### src/rtl/mpa_operand_streamer_pkg.sv
// Shared definitions for the multi-precision operand streamer:
// FSM state encoding, RAM read latency and default widths.
package mpa_streamer_pkg;

    typedef enum logic [1:0] {
        S_IDLE  = 2'd0,
        S_READ  = 2'd1,
        S_FLUSH = 2'd2
    } state_e;

    // Register-bank read data arrives this many cycles after the address
    localparam int c_rd_latency = 1;

    localparam int c_data_width = 64;
    localparam int c_addr_width = 9;

endpackage

### src/rtl/mpa_operand_streamer_if.sv
// Bus bundle of the operand streamer: command handshake, register-bank
// read ports and the word stream towards the adder.
// Optional MPA_STREAMER_WORD_CNT_EN adds the po_word_cnt status output.
interface mpa_operand_streamer_if import mpa_streamer_pkg::*; #(
    parameter int g_data_width = c_data_width,
    parameter int g_addr_width = c_addr_width
) ();

    logic                    pi_cmd_valid;
    logic [g_addr_width-1:0] pi_len_A;
    logic [g_addr_width-1:0] pi_len_B;
    logic                    po_cmd_ready;
    logic                    pi_abort;
    logic [g_addr_width-1:0] po_rd_addr_A;
    logic [g_addr_width-1:0] po_rd_addr_B;
    logic [g_data_width-1:0] pi_rd_data_A;
    logic [g_data_width-1:0] pi_rd_data_B;
    logic [g_data_width-1:0] po_data_A;
    logic [g_data_width-1:0] po_data_B;
    logic                    po_data_wr_en;
    logic                    po_data_last;
`ifdef MPA_STREAMER_WORD_CNT_EN
    logic [g_addr_width:0]   po_word_cnt;

    modport slave (
        input  pi_cmd_valid, pi_len_A, pi_len_B, pi_abort, pi_rd_data_A, pi_rd_data_B,
        output po_cmd_ready, po_rd_addr_A, po_rd_addr_B, po_data_A, po_data_B,
               po_data_wr_en, po_data_last, po_word_cnt
    );

    modport master (
        output pi_cmd_valid, pi_len_A, pi_len_B, pi_abort, pi_rd_data_A, pi_rd_data_B,
        input  po_cmd_ready, po_rd_addr_A, po_rd_addr_B, po_data_A, po_data_B,
               po_data_wr_en, po_data_last, po_word_cnt
    );
`else
    modport slave (
        input  pi_cmd_valid, pi_len_A, pi_len_B, pi_abort, pi_rd_data_A, pi_rd_data_B,
        output po_cmd_ready, po_rd_addr_A, po_rd_addr_B, po_data_A, po_data_B,
               po_data_wr_en, po_data_last
    );

    modport master (
        output pi_cmd_valid, pi_len_A, pi_len_B, pi_abort, pi_rd_data_A, pi_rd_data_B,
        input  po_cmd_ready, po_rd_addr_A, po_rd_addr_B, po_data_A, po_data_B,
               po_data_wr_en, po_data_last
    );
`endif

endinterface

### src/rtl/mpa_operand_streamer_channel.sv
// One operand channel: clamps the read address to the operand's last word,
// flags indices past the end as exhausted and substitutes zero words for them.
module mpa_operand_channel import mpa_streamer_pkg::*; #(
    parameter int g_data_width = c_data_width,
    parameter int g_addr_width = c_addr_width
) (
    input  logic                    clk_i,
    input  logic                    rst_n_i,
    input  logic                    flush_i,
    input  logic                    issue_i,
    input  logic [g_addr_width-1:0] idx_i,
    input  logic [g_addr_width-1:0] len_i,
    input  logic [g_data_width-1:0] rd_data_i,
    output logic [g_addr_width-1:0] rd_addr_o,
    output logic [g_data_width-1:0] data_o
);

    logic                    exhausted;
    logic [c_rd_latency-1:0] live_q, live_d;
    logic [g_data_width-1:0] data_q, data_d;

    assign exhausted = idx_i > len_i;
    assign rd_addr_o = exhausted ? len_i : idx_i;
    assign data_o    = data_q;

    // Track which issued reads carry real operand data until the RAM answers
    always_comb begin
        live_d    = live_q << 1;
        live_d[0] = issue_i && !exhausted;
        data_d    = live_q[c_rd_latency-1] ? rd_data_i : '0;
    end

    // Pipeline and output word register, emptied on abort
    always_ff @(posedge clk_i or negedge rst_n_i) begin
        if (!rst_n_i) begin
            live_q <= '0;
            data_q <= '0;
        end else if (flush_i) begin
            live_q <= '0;
            data_q <= '0;
        end else begin
            live_q <= live_d;
            data_q <= data_d;
        end
    end

endmodule

### src/rtl/mpa_operand_streamer.sv
// Streams two multi-word operands, least significant word first, from a
// register bank to the adder, zero-padding the shorter operand.
// Optional MPA_STREAMER_WORD_CNT_EN adds po_word_cnt (words emitted this stream).
module mpa_operand_streamer import mpa_streamer_pkg::*; #(
    parameter int g_data_width = c_data_width,
    parameter int g_addr_width = c_addr_width
) (
    input  logic pi_clk,
    input  logic pi_rst_n,
    mpa_operand_streamer_if.slave bus
);

    state_e                  state_q, state_d;
    logic [g_addr_width-1:0] idx_q, idx_d;
    logic [g_addr_width-1:0] lenA_q, lenA_d;
    logic [g_addr_width-1:0] lenB_q, lenB_d;
    logic [g_addr_width-1:0] lastIdx_q, lastIdx_d;
    logic                    ready_q;
    logic                    accept, issue, issueLast, flush;
    logic [c_rd_latency-1:0] vldPipe_q, vldPipe_d;
    logic [c_rd_latency-1:0] lastPipe_q, lastPipe_d;
    logic                    wrEn_q, last_q;

    assign accept = (state_q == S_IDLE) && ready_q && bus.pi_cmd_valid;

    // Next state, word index and captured lengths
    always_comb begin
        state_d   = state_q;
        idx_d     = idx_q;
        lenA_d    = lenA_q;
        lenB_d    = lenB_q;
        lastIdx_d = lastIdx_q;
        issue     = 1'b0;
        issueLast = 1'b0;
        flush     = 1'b0;
        case (state_q)
            S_IDLE: begin
                if (accept) begin
                    state_d   = S_READ;
                    idx_d     = '0;
                    lenA_d    = bus.pi_len_A;
                    lenB_d    = bus.pi_len_B;
                    lastIdx_d = (bus.pi_len_A > bus.pi_len_B) ? bus.pi_len_A : bus.pi_len_B;
                end
            end
            S_READ: begin
                if (bus.pi_abort) begin
                    flush   = 1'b1;
                    state_d = S_IDLE;
                end else begin
                    issue = 1'b1;
                    if (idx_q == lastIdx_q) begin
                        issueLast = 1'b1;
                        state_d   = S_FLUSH;
                    end else begin
                        idx_d = idx_q + 1'b1;
                    end
                end
            end
            S_FLUSH: begin
                if (bus.pi_abort) begin
                    flush   = 1'b1;
                    state_d = S_IDLE;
                end else if (last_q) begin
                    state_d = S_IDLE;
                end
            end
            default: state_d = S_IDLE;
        endcase
    end

    // Control registers; ready is low throughout reset and follows IDLE afterwards
    always_ff @(posedge pi_clk or negedge pi_rst_n) begin
        if (!pi_rst_n) begin
            state_q   <= S_IDLE;
            idx_q     <= '0;
            lenA_q    <= '0;
            lenB_q    <= '0;
            lastIdx_q <= '0;
            ready_q   <= 1'b0;
        end else begin
            state_q   <= state_d;
            idx_q     <= idx_d;
            lenA_q    <= lenA_d;
            lenB_q    <= lenB_d;
            lastIdx_q <= lastIdx_d;
            ready_q   <= (state_d == S_IDLE);
        end
    end

    // Delay the valid/last markers by the RAM latency to line up with the data
    always_comb begin
        vldPipe_d     = vldPipe_q << 1;
        vldPipe_d[0]  = issue;
        lastPipe_d    = lastPipe_q << 1;
        lastPipe_d[0] = issueLast;
    end

    // Registered word strobe and last flag, dropped immediately on abort
    always_ff @(posedge pi_clk or negedge pi_rst_n) begin
        if (!pi_rst_n) begin
            vldPipe_q  <= '0;
            lastPipe_q <= '0;
            wrEn_q     <= 1'b0;
            last_q     <= 1'b0;
        end else if (flush) begin
            vldPipe_q  <= '0;
            lastPipe_q <= '0;
            wrEn_q     <= 1'b0;
            last_q     <= 1'b0;
        end else begin
            vldPipe_q  <= vldPipe_d;
            lastPipe_q <= lastPipe_d;
            wrEn_q     <= vldPipe_q[c_rd_latency-1];
            last_q     <= lastPipe_q[c_rd_latency-1];
        end
    end

    mpa_operand_channel #(
        .g_data_width (g_data_width),
        .g_addr_width (g_addr_width)
    ) u_chan_a (
        .clk_i     (pi_clk),
        .rst_n_i   (pi_rst_n),
        .flush_i   (flush),
        .issue_i   (issue),
        .idx_i     (idx_q),
        .len_i     (lenA_q),
        .rd_data_i (bus.pi_rd_data_A),
        .rd_addr_o (bus.po_rd_addr_A),
        .data_o    (bus.po_data_A)
    );

    mpa_operand_channel #(
        .g_data_width (g_data_width),
        .g_addr_width (g_addr_width)
    ) u_chan_b (
        .clk_i     (pi_clk),
        .rst_n_i   (pi_rst_n),
        .flush_i   (flush),
        .issue_i   (issue),
        .idx_i     (idx_q),
        .len_i     (lenB_q),
        .rd_data_i (bus.pi_rd_data_B),
        .rd_addr_o (bus.po_rd_addr_B),
        .data_o    (bus.po_data_B)
    );

    assign bus.po_cmd_ready  = ready_q;
    assign bus.po_data_wr_en = wrEn_q;
    assign bus.po_data_last  = last_q;

`ifdef MPA_STREAMER_WORD_CNT_EN
    logic [g_addr_width:0] wordCnt_q, wordCnt_d;

    // Words emitted in the current stream; cleared on accept, held after the end
    always_comb begin
        wordCnt_d = accept ? '0 : wordCnt_q + {{g_addr_width{1'b0}}, wrEn_q};
    end

    // Word counter register
    always_ff @(posedge pi_clk or negedge pi_rst_n) begin
        if (!pi_rst_n) begin
            wordCnt_q <= '0;
        end else begin
            wordCnt_q <= wordCnt_d;
        end
    end

    assign bus.po_word_cnt = wordCnt_q;
`endif

endmodule

### src/flat_wrapper.sv
// flat-port wrapper written by rule: the top's interface ports become plain ports
module mpa_operand_streamer_flat import mpa_streamer_pkg::*;
#(
    parameter int g_data_width = c_data_width,
    parameter int g_addr_width = c_addr_width
)
  (pi_clk, pi_rst_n, bus_pi_cmd_valid, bus_pi_len_A, bus_pi_len_B, bus_pi_abort, bus_pi_rd_data_A, bus_pi_rd_data_B, bus_po_cmd_ready, bus_po_rd_addr_A, bus_po_rd_addr_B, bus_po_data_A, bus_po_data_B, bus_po_data_wr_en, bus_po_data_last);
  mpa_operand_streamer_if #(.g_data_width(g_data_width), .g_addr_width(g_addr_width)) bus_i ();
  input  logic pi_clk;
  input  logic pi_rst_n;
  input wire logic [$bits(bus_i.pi_cmd_valid)-1:0] bus_pi_cmd_valid;
  input wire logic [$bits(bus_i.pi_len_A)-1:0] bus_pi_len_A;
  input wire logic [$bits(bus_i.pi_len_B)-1:0] bus_pi_len_B;
  input wire logic [$bits(bus_i.pi_abort)-1:0] bus_pi_abort;
  input wire logic [$bits(bus_i.pi_rd_data_A)-1:0] bus_pi_rd_data_A;
  input wire logic [$bits(bus_i.pi_rd_data_B)-1:0] bus_pi_rd_data_B;
  output wire logic [$bits(bus_i.po_cmd_ready)-1:0] bus_po_cmd_ready;
  output wire logic [$bits(bus_i.po_rd_addr_A)-1:0] bus_po_rd_addr_A;
  output wire logic [$bits(bus_i.po_rd_addr_B)-1:0] bus_po_rd_addr_B;
  output wire logic [$bits(bus_i.po_data_A)-1:0] bus_po_data_A;
  output wire logic [$bits(bus_i.po_data_B)-1:0] bus_po_data_B;
  output wire logic [$bits(bus_i.po_data_wr_en)-1:0] bus_po_data_wr_en;
  output wire logic [$bits(bus_i.po_data_last)-1:0] bus_po_data_last;
  assign bus_i.pi_cmd_valid = bus_pi_cmd_valid;
  assign bus_i.pi_len_A = bus_pi_len_A;
  assign bus_i.pi_len_B = bus_pi_len_B;
  assign bus_i.pi_abort = bus_pi_abort;
  assign bus_i.pi_rd_data_A = bus_pi_rd_data_A;
  assign bus_i.pi_rd_data_B = bus_pi_rd_data_B;
  assign bus_po_cmd_ready = bus_i.po_cmd_ready;
  assign bus_po_rd_addr_A = bus_i.po_rd_addr_A;
  assign bus_po_rd_addr_B = bus_i.po_rd_addr_B;
  assign bus_po_data_A = bus_i.po_data_A;
  assign bus_po_data_B = bus_i.po_data_B;
  assign bus_po_data_wr_en = bus_i.po_data_wr_en;
  assign bus_po_data_last = bus_i.po_data_last;
  mpa_operand_streamer #(.g_data_width(g_data_width), .g_addr_width(g_addr_width)) u_core (.pi_clk(pi_clk), .pi_rst_n(pi_rst_n), .bus(bus_i));
endmodule
### config.mk
export PLATFORM = sky130hd
export DESIGN_NAME = mpa_operand_streamer_flat
export DESIGN_NICKNAME = d
export VERILOG_FILES = /design/src/rtl/mpa_operand_streamer_pkg.sv /design/src/rtl/mpa_operand_streamer_if.sv /design/src/rtl/mpa_operand_streamer_channel.sv /design/src/rtl/mpa_operand_streamer.sv /design/src/flat_wrapper.sv
export SDC_FILE = /design/constraint.sdc
export NUM_CORES = 1
export LEC_CHECK = 0
export CAP_MARGIN = 20
export CORE_ASPECT_RATIO = 0.6
export CORE_MARGIN = 2
export CORE_UTILIZATION = 40
export DETAILED_ROUTE_END_ITERATION = 16
export GPL_ROUTABILITY_DRIVEN = 0
export PLACE_DENSITY = 0.76
export SYNTH_ARGS = -nofsm -noshare
export SYNTH_HDL_FRONTEND = slang
export SYNTH_SLANG_ARGS = --single-unit
### constraint.sdc
create_clock -name pi_clk -period 2.8 [get_ports pi_clk]
set_input_delay 0.7 -clock pi_clk [delete_from_list [all_inputs] [get_ports pi_clk]]
set_output_delay 0.7 -clock pi_clk [all_outputs]
set_load 0.05 [all_outputs]
# ---- Yosys cells after proc, flatten, opt, wreduce, memory -nomap -nowiden
# Index checks and enable logic that the tools add are counted.
# W data, S select, Z words.
dict set report word_totals {
  regBits 173
  in_bits 150
  output_inout_bits 149
  wordCells 66
}
dict set report op_classes {
  n_addsub 1
  order_cmp 3
  eq_ne 6
  n_mux 30
  reduce_logical 12
}
# cell n
set ops {}
lappend ops {{$mux W64} 4}
lappend ops {{$mux W9} 6}
lappend ops {{$gt A9 B9 Y1} 3}
lappend ops {{$pmux W9 S2} 1}
lappend ops {{$mux W1} 13}
lappend ops {{$mux W2} 5}
lappend ops {{$add A9 B1 Y9 const B} 1}
lappend ops {{$eq A9 B9 Y1} 1}
lappend ops {{$pmux W2 S3} 1}
lappend ops {{$logic_and A1 B1 Y1} 4}
lappend ops {{$logic_not A2 Y1} 2}
lappend ops {{$ne A2 B2 Y1 const B} 2}
lappend ops {{$reduce_and A4 Y1} 1}
lappend ops {{$eq A2 B1 Y1 const B} 1}
lappend ops {{$eq A2 B2 Y1 const B} 1}
lappend ops {{$logic_not A1 Y1} 2}
lappend ops {{$ne A2 B1 Y1 const B} 1}
lappend ops {{$reduce_and A2 Y1} 1}
lappend ops {{$reduce_bool A2 Y1} 1}
lappend ops {{$reduce_or A2 Y1} 1}

# ---- Logic depth before layout (Yosys ltp)
dict set report logic_depth {
  ltp_word 6
  ltp_mapped 9
  depth_no_buf 8
}

# ---- Hierarchy
# From an unflattened synthesis, not the netlist that was laid out.
dict set report hier_totals {
  cells_unflattened 641
  hier_area_um2 7408.4
}
# module instances cells_per_inst area_per_inst_um2 seq_area_each_um2
set by_module_without_submodules {}
lappend by_module_without_submodules {{mpa_operand_channel at u_core.u_chan_a} 1 212 2592.5 1626.6}
lappend by_module_without_submodules {{mpa_operand_channel at u_core.u_chan_b} 1 179 2412.3 1626.6}
lappend by_module_without_submodules {mpa_operand_streamer 1 250 2403.6 1076.0}

# ---- Least setup slack after synthesis
# No wires, ideal clock.
dict set report synth_timing {
  path_kind {reg2out}
  from {register u_core.idx_q[1]}
  to {output bus_po_rd_addr_A[0]}
  t_arrival_ns 2.026
  t_required_ns 2.100
  slack_ns 0.074
  path_stages_with_launch 8
  path_buffers 0
  cell_sequence {dfrtp_1 ha_1 nor2b_1 o21a_1 o21a_1 o21ai_0 a21oi_2 mux2_2}
}
dict set report synth_between {
  elab_chain_cells 2
}
# item line_no
set synth_lines {}
lappend synth_lines {{start, declared} mpa_operand_streamer.sv:14} ;# logic [g_addr_width-1:0] idx_q, idx_d;
lappend synth_lines {{start signal, assigned} mpa_operand_streamer.sv:83} ;# idx_q <= idx_d;
lappend synth_lines {{$gt A9 B9 Y1} mpa_operand_streamer_channel.sv:22} ;# assign exhausted = idx_i > len_i;
lappend synth_lines {{$mux W9} mpa_operand_streamer_channel.sv:23} ;# assign rd_addr_o = exhausted ? len_i : idx_i;
lappend synth_lines {{end, declared} flat_wrapper.sv:18} ;# output wire logic [$bits(bus_i.po_rd_addr_A)-1:0] bus_po_rd_addr_A;
# No other way between the ends.

# ---- Worst setup path after layout
dict set report layout_timing {
  from {register u_core.idx_q[1]}
  to {output bus_po_rd_addr_B[6]}
}
dict set report layout_between {
  elab_chain_cells 2
}
# item line_no
set layout_lines {}
lappend layout_lines {{$gt A9 B9 Y1} mpa_operand_streamer_channel.sv:22}
lappend layout_lines {{$mux W9} mpa_operand_streamer_channel.sv:23}
lappend layout_lines {{end, declared} flat_wrapper.sv:19} ;# output wire logic [$bits(bus_i.po_rd_addr_B)-1:0] bus_po_rd_addr_B;
# No other way between the ends.

==> impl_metrics.prom <==
# TYPE chip_impl_metric gauge
chip_impl_metric{name="grt_pass1_vias",unit=""} 5831
chip_impl_metric{name="dieHeight",unit="um"} 107
chip_impl_metric{name="final-setup-viol-count",unit=""} 18
chip_impl_metric{name="detailedRoute.firstPassIterationCount",unit=""} 4
chip_impl_metric{name="initial_utilization",unit="%"} 41.0
chip_impl_metric{name="placedInstanceArea",unit="um2"} 10600
chip_impl_metric{name="flow.area_growth_from_synthesis",unit="%"} 64.6
chip_impl_metric{name="floorplan.die_area",unit="um2"} 18700
chip_impl_metric{name="ios",unit=""} 299
chip_impl_metric{name="cap_viol_max_count",unit=""} 0
chip_impl_metric{name="max_slew_margin",unit="%"} 56.9
chip_impl_metric{name="detail_route.iter0.violations",unit=""} 365
chip_impl_metric{name="static-leakage-power",unit="nW"} 5.82
chip_impl_info{name="most-common-layout-cells",value="279 x sky130_fd_sc_hd__clkdlybuf4s50_1, 169 x sky130_fd_sc_hd__dfrtp_1, 129 x sky130_fd_sc_hd__and3_1"} 1
chip_impl_metric{name="fmax",unit="GHz"} 0.310
chip_impl_metric{name="fin_total_pwr",unit="mW"} 10.3
chip_impl_metric{name="port-buffer-count",unit=""} 298
chip_impl_info{name="clock-root-buffer",value="sky130_fd_sc_hd__clkbuf_16"} 1
chip_impl_metric{name="ant_nets",unit=""} 0
chip_impl_metric{name="cts_htree_levels",unit=""} 4
chip_impl_metric{name="coreArea",unit="um2"} 17200
chip_impl_info{name="critPathKind",value="flip-flop to output pin"} 1
chip_impl_info{name="endpoint_kind",value="output pin"} 1
chip_impl_metric{name="clock-sinks",unit=""} 173
chip_impl_metric{name="fin_ws",unit="ns"} -0.423
chip_impl_metric{name="grt_max_degree",unit=""} 65
chip_impl_metric{name="total_wirelength_of_the_detailed_routed_design",unit="um"} 21500
chip_impl_metric{name="finalHoldWorstSlack",unit="ns"} 0.241
chip_impl_metric{name="layout-drive-gt1-share",unit="%"} 18.0
chip_impl_info{name="grt_setup_unrepaired",value="true"} 1
chip_impl_metric{name="synth_warnings",unit=""} 0
chip_impl_metric{name="critical_path_arrival",unit="ns"} 2.52
chip_impl_info{name="failing_checks",value="setup timing"} 1
chip_impl_metric{name="postCtsHoldBufs",unit=""} 0
chip_impl_metric{name="timing.setup.tns",unit="ns"} -6.93
chip_impl_metric{name="routedWlPerCell",unit="um"} 18.2
chip_impl_metric{name="worst-path-max-fanout",unit=""} 5
chip_impl_info{name="crit_path_start_kind",value="flip-flop"} 1
chip_impl_metric{name="final-hold-violation-count",unit=""} 0
chip_impl_metric{name="via_per_inst",unit=""} 4.93
chip_impl_metric{name="synth-seq-cells",unit=""} 173
chip_impl_metric{name="cp_data_required_time",unit="ns"} 2.10
chip_impl_metric{name="post-route-period-util",unit="%"} 115
chip_impl_info{name="leading_cell_type_in_the_layout_fill_and_taps_excluded",value="sky130_fd_sc_hd__clkdlybuf4s50_1"} 1
chip_impl_metric{name="grt_antenna_before_repair",unit=""} 0
chip_impl_metric{name="remaining_global_route_overflow",unit=""} 0
chip_impl_metric{name="ir_drop",unit="uV"} 398
chip_impl_metric{name="synthesis.instances",unit=""} 587
chip_impl_metric{name="synth_sequential_area_ratio",unit="%"} 61.4
chip_impl_metric{name="synth.net_count",unit=""} 769
chip_impl_metric{name="grt_total_usage",unit="%"} 23.5
chip_impl_metric{name="finClkSkew",unit="ns"} 0.0102
chip_impl_metric{name="die_width",unit="um"} 175
chip_impl_metric{name="worst_slew_pin_slew",unit="ns"} 0.646
chip_impl_metric{name="pre_cts_slack",unit="ns"} -0.250
chip_impl_info{name="outcome",value="finished, violations left"} 1
chip_impl_metric{name="powerDensity",unit="nW/um2"} 886
chip_impl_metric{name="finalNetCount",unit=""} 1117
chip_impl_metric{name="cts_max_path_buffers",unit=""} 2
chip_impl_metric{name="drc",unit=""} 0
chip_impl_metric{name="dpl.hpwl",unit="um"} 16200
chip_impl_metric{name="design_area",unit="um2"} 11600
chip_impl_metric{name="cell_area_after_synthesis",unit="um2"} 7050
chip_impl_info{name="tritoncts_clock_tree",value="done"} 1
chip_impl_metric{name="timing.final.crit_period",unit="ns"} 3.22
chip_impl_metric{name="placement_rows",unit=""} 37
chip_impl_metric{name="numCtsBuffers",unit=""} 17
chip_impl_metric{name="num-fill-cells",unit=""} 1295
chip_impl_metric{name="worstSkewPairLatency",unit="ns"} 0.42
chip_impl_metric{name="synth.distinct_cells",unit=""} 39
chip_impl_info{name="worstHoldPathType",value="input port to async pin"} 1
chip_impl_metric{name="report.final.slew_viol_count",unit=""} 0
chip_impl_metric{name="routed-via-count",unit=""} 5827
chip_impl_metric{name="clkTransAtPathRegs",unit="ns"} 0.07
chip_impl_metric{name="wire_length_of_the_first_global_routing_pass",unit="um"} 33100
chip_impl_metric{name="postSynthAreaPerCell",unit="um2"} 12.0
[registers in the layout, indices dropped and copies added (netlist names)]
name / flops
u_core.u_chan_a.data_o: 64
u_core.u_chan_b.data_o: 64
u_core.idx_q: 9
u_core.lastIdx_q: 9
u_core.lenA_q: 9
u_core.lenB_q: 9
u_core.state_q: 2
u_core.bus.po_cmd_ready: 1
u_core.bus.po_data_last: 1
u_core.bus.po_data_wr_en: 1
u_core.lastPipe_q: 1
u_core.u_chan_a.live_q: 1
u_core.u_chan_b.live_q: 1
u_core.vldPipe_q: 1
[metal layers]
| metal | share of wire, % | GRT usage [%] |
|---|---|---|
| met5 | 0 | 0 |
| met4 | 1.9 | 7.08 |
| met3 | 9.7 | 8.97 |
| met2 | 45 | 34.8 |
| met1 | 43 | 32.0 |
[cells in the mapped netlist]
cell | instances | area, um2
sky130_fd_sc_hd__dfrtp_1 | 173 | 4330
sky130_fd_sc_hd__and3_1 | 129 | 807
sky130_fd_sc_hd__inv_1 | 33 | 124
sky130_fd_sc_hd__clkbuf_1 | 32 | 120
sky130_fd_sc_hd__ha_1 | 32 | 400
sky130_fd_sc_hd__o21ai_0 | 32 | 160
sky130_fd_sc_hd__mux2_2 | 27 | 304
sky130_fd_sc_hd__nand2_1 | 27 | 101
sky130_fd_sc_hd__nor2_1 | 13 | 48.8
sky130_fd_sc_hd__xor2_1 | 11 | 96.3
sky130_fd_sc_hd__mux2i_1 | 9 | 90.1
sky130_fd_sc_hd__nand3_1 | 8 | 40.0
sky130_fd_sc_hd__a21oi_1 | 7 | 35.0
sky130_fd_sc_hd__buf_2 | 4 | 20.0
sky130_fd_sc_hd__nand4_1 | 4 | 25.0
sky130_fd_sc_hd__nor3_1 | 4 | 20.0
sky130_fd_sc_hd__o21a_1 | 4 | 30.0
sky130_fd_sc_hd__a21o_1 | 3 | 22.5
sky130_fd_sc_hd__and2_1 | 3 | 18.8
sky130_fd_sc_hd__nand2b_1 | 3 | 18.8
sky130_fd_sc_hd__nor2b_1 | 3 | 18.8
sky130_fd_sc_hd__o31ai_1 | 3 | 22.5
sky130_fd_sc_hd__a211oi_1 | 2 | 15.0
sky130_fd_sc_hd__a21oi_2 | 2 | 17.5
sky130_fd_sc_hd__nor3b_1 | 2 | 15.0
sky130_fd_sc_hd__nor4_1 | 2 | 12.5
sky130_fd_sc_hd__or3_1 | 2 | 12.5
sky130_fd_sc_hd__or4_1 | 2 | 15.0
sky130_fd_sc_hd__a2111oi_0 | 1 | 8.76
sky130_fd_sc_hd__a21boi_0 | 1 | 7.51
sky130_fd_sc_hd__a31oi_1 | 1 | 6.26
sky130_fd_sc_hd__a31oi_4 | 1 | 21.3
sky130_fd_sc_hd__buf_1 | 1 | 3.75
sky130_fd_sc_hd__clkbuf_2 | 1 | 5.00
sky130_fd_sc_hd__nor4_2 | 1 | 12.5
sky130_fd_sc_hd__o2111ai_1 | 1 | 8.76
sky130_fd_sc_hd__o2111ai_2 | 1 | 15.0
sky130_fd_sc_hd__o21bai_2 | 1 | 11.3
sky130_fd_sc_hd__or2_4 | 1 | 8.76
[critical path: stages (launching register included)]
cell and delay [ns]:
sky130_fd_sc_hd__dfrtp_1 0.42, sky130_fd_sc_hd__ha_1 0.32, sky130_fd_sc_hd__nor2b_4 0.13, sky130_fd_sc_hd__o21a_1 0.17
sky130_fd_sc_hd__o21a_1 0.21, sky130_fd_sc_hd__o21ai_4 0.22, sky130_fd_sc_hd__a21oi_4 0.13, sky130_fd_sc_hd__mux2_4 0.35
sky130_fd_sc_hd__buf_6 0.16
[stage by stage]
| stage | cells | util (%) |
|---|---|---|
| global placement | 1141 | 62.0 |
| CTS | 1176 | 66.8 |
| finish | 1182 | 67.6 |
| global route | 1181 | 67.5 |
| floorplan | 587 | - |
| detailed placement | 1141 | 62.0 |
[what timing repair did]
item	4_1_cts	5_1_grt
buffers inserted	2	5
pin swaps	8	5
resized for setup	39	21
endpoints found under the setup margin	18	21
cloned	2	0
[path summary, 6_finish.rpt]
check	start	to	slack [ns]	depth (start not counted)
max	u_core.idx_q[1]$_DFFE_PN0P_	bus_po_rd_addr_B[6]	-0.42	8
min	pi_rst_n	u_core.u_chan_b.data_o[4]$_DFF_PN0_	0.24	1
max reg2reg	u_core.idx_q[6]$_DFFE_PN0P_	u_core.idx_q[5]$_DFFE_PN0P_	0.63	9
min reg2reg	u_core.lastPipe_q$_DFF_PN0_	u_core.bus.po_data_last$_DFF_PN0_	0.46	1
max in group asynchronous	pi_rst_n	u_core.idx_q[6]$_DFFE_PN0P_	1.82	2
min in group pi_clk	u_core.lastPipe_q$_DFF_PN0_	u_core.bus.po_data_last$_DFF_PN0_	0.46	1
[cells by family (layout without fill, tap and decap cells)]
| group | after synthesis | after routing | synth area share, % |
|---|---|---|---|
| flip-flops | 173 | 173 | 61.4 |
| multiplexers | 36 | 36 | 5.59 |
| AO/OA/AOI/OAI | 60 | 62 | 5.41 |
| AND/OR/NAND/NOR | 204 | 204 | 16.7 |
| XOR/XNOR | 11 | 11 | 1.37 |
| other | 0 | 1 | 0 |
| buffers and inverters | 71 | 429 | 3.87 |
| adder cells (fa/ha/maj) | 32 | 32 | 5.68 |
[power breakdown]
group	switching [mW]	leakage, nW	internal (mW)	total, mW
sequential	0.302	2.31	3.03	3.33
clock	1.02	0.312	1.54	2.56
combinational	2.68	3.19	1.71	4.39
total	4.00	5.82	6.28	10.3
[final cells by class]
| cell class | count | area [um2] | share of cell area (%) |
|---|---|---|---|
| sequential | 173 | 4330 | 37.4 |
| timing repair buffer | 365 | 3560 | 30.7 |
| multi-input combinational | 345 | 2640 | 22.8 |
| clock buffer | 18 | 439 | 3.79 |
| tap | 234 | 293 | 2.52 |
| clock inverter | 13 | 203 | 1.75 |
| inverter | 33 | 124 | 1.07 |
| antenna | 1 | 2.50 | 0.0216 |
Note: power is estimated with default switching activity, not from simulation.
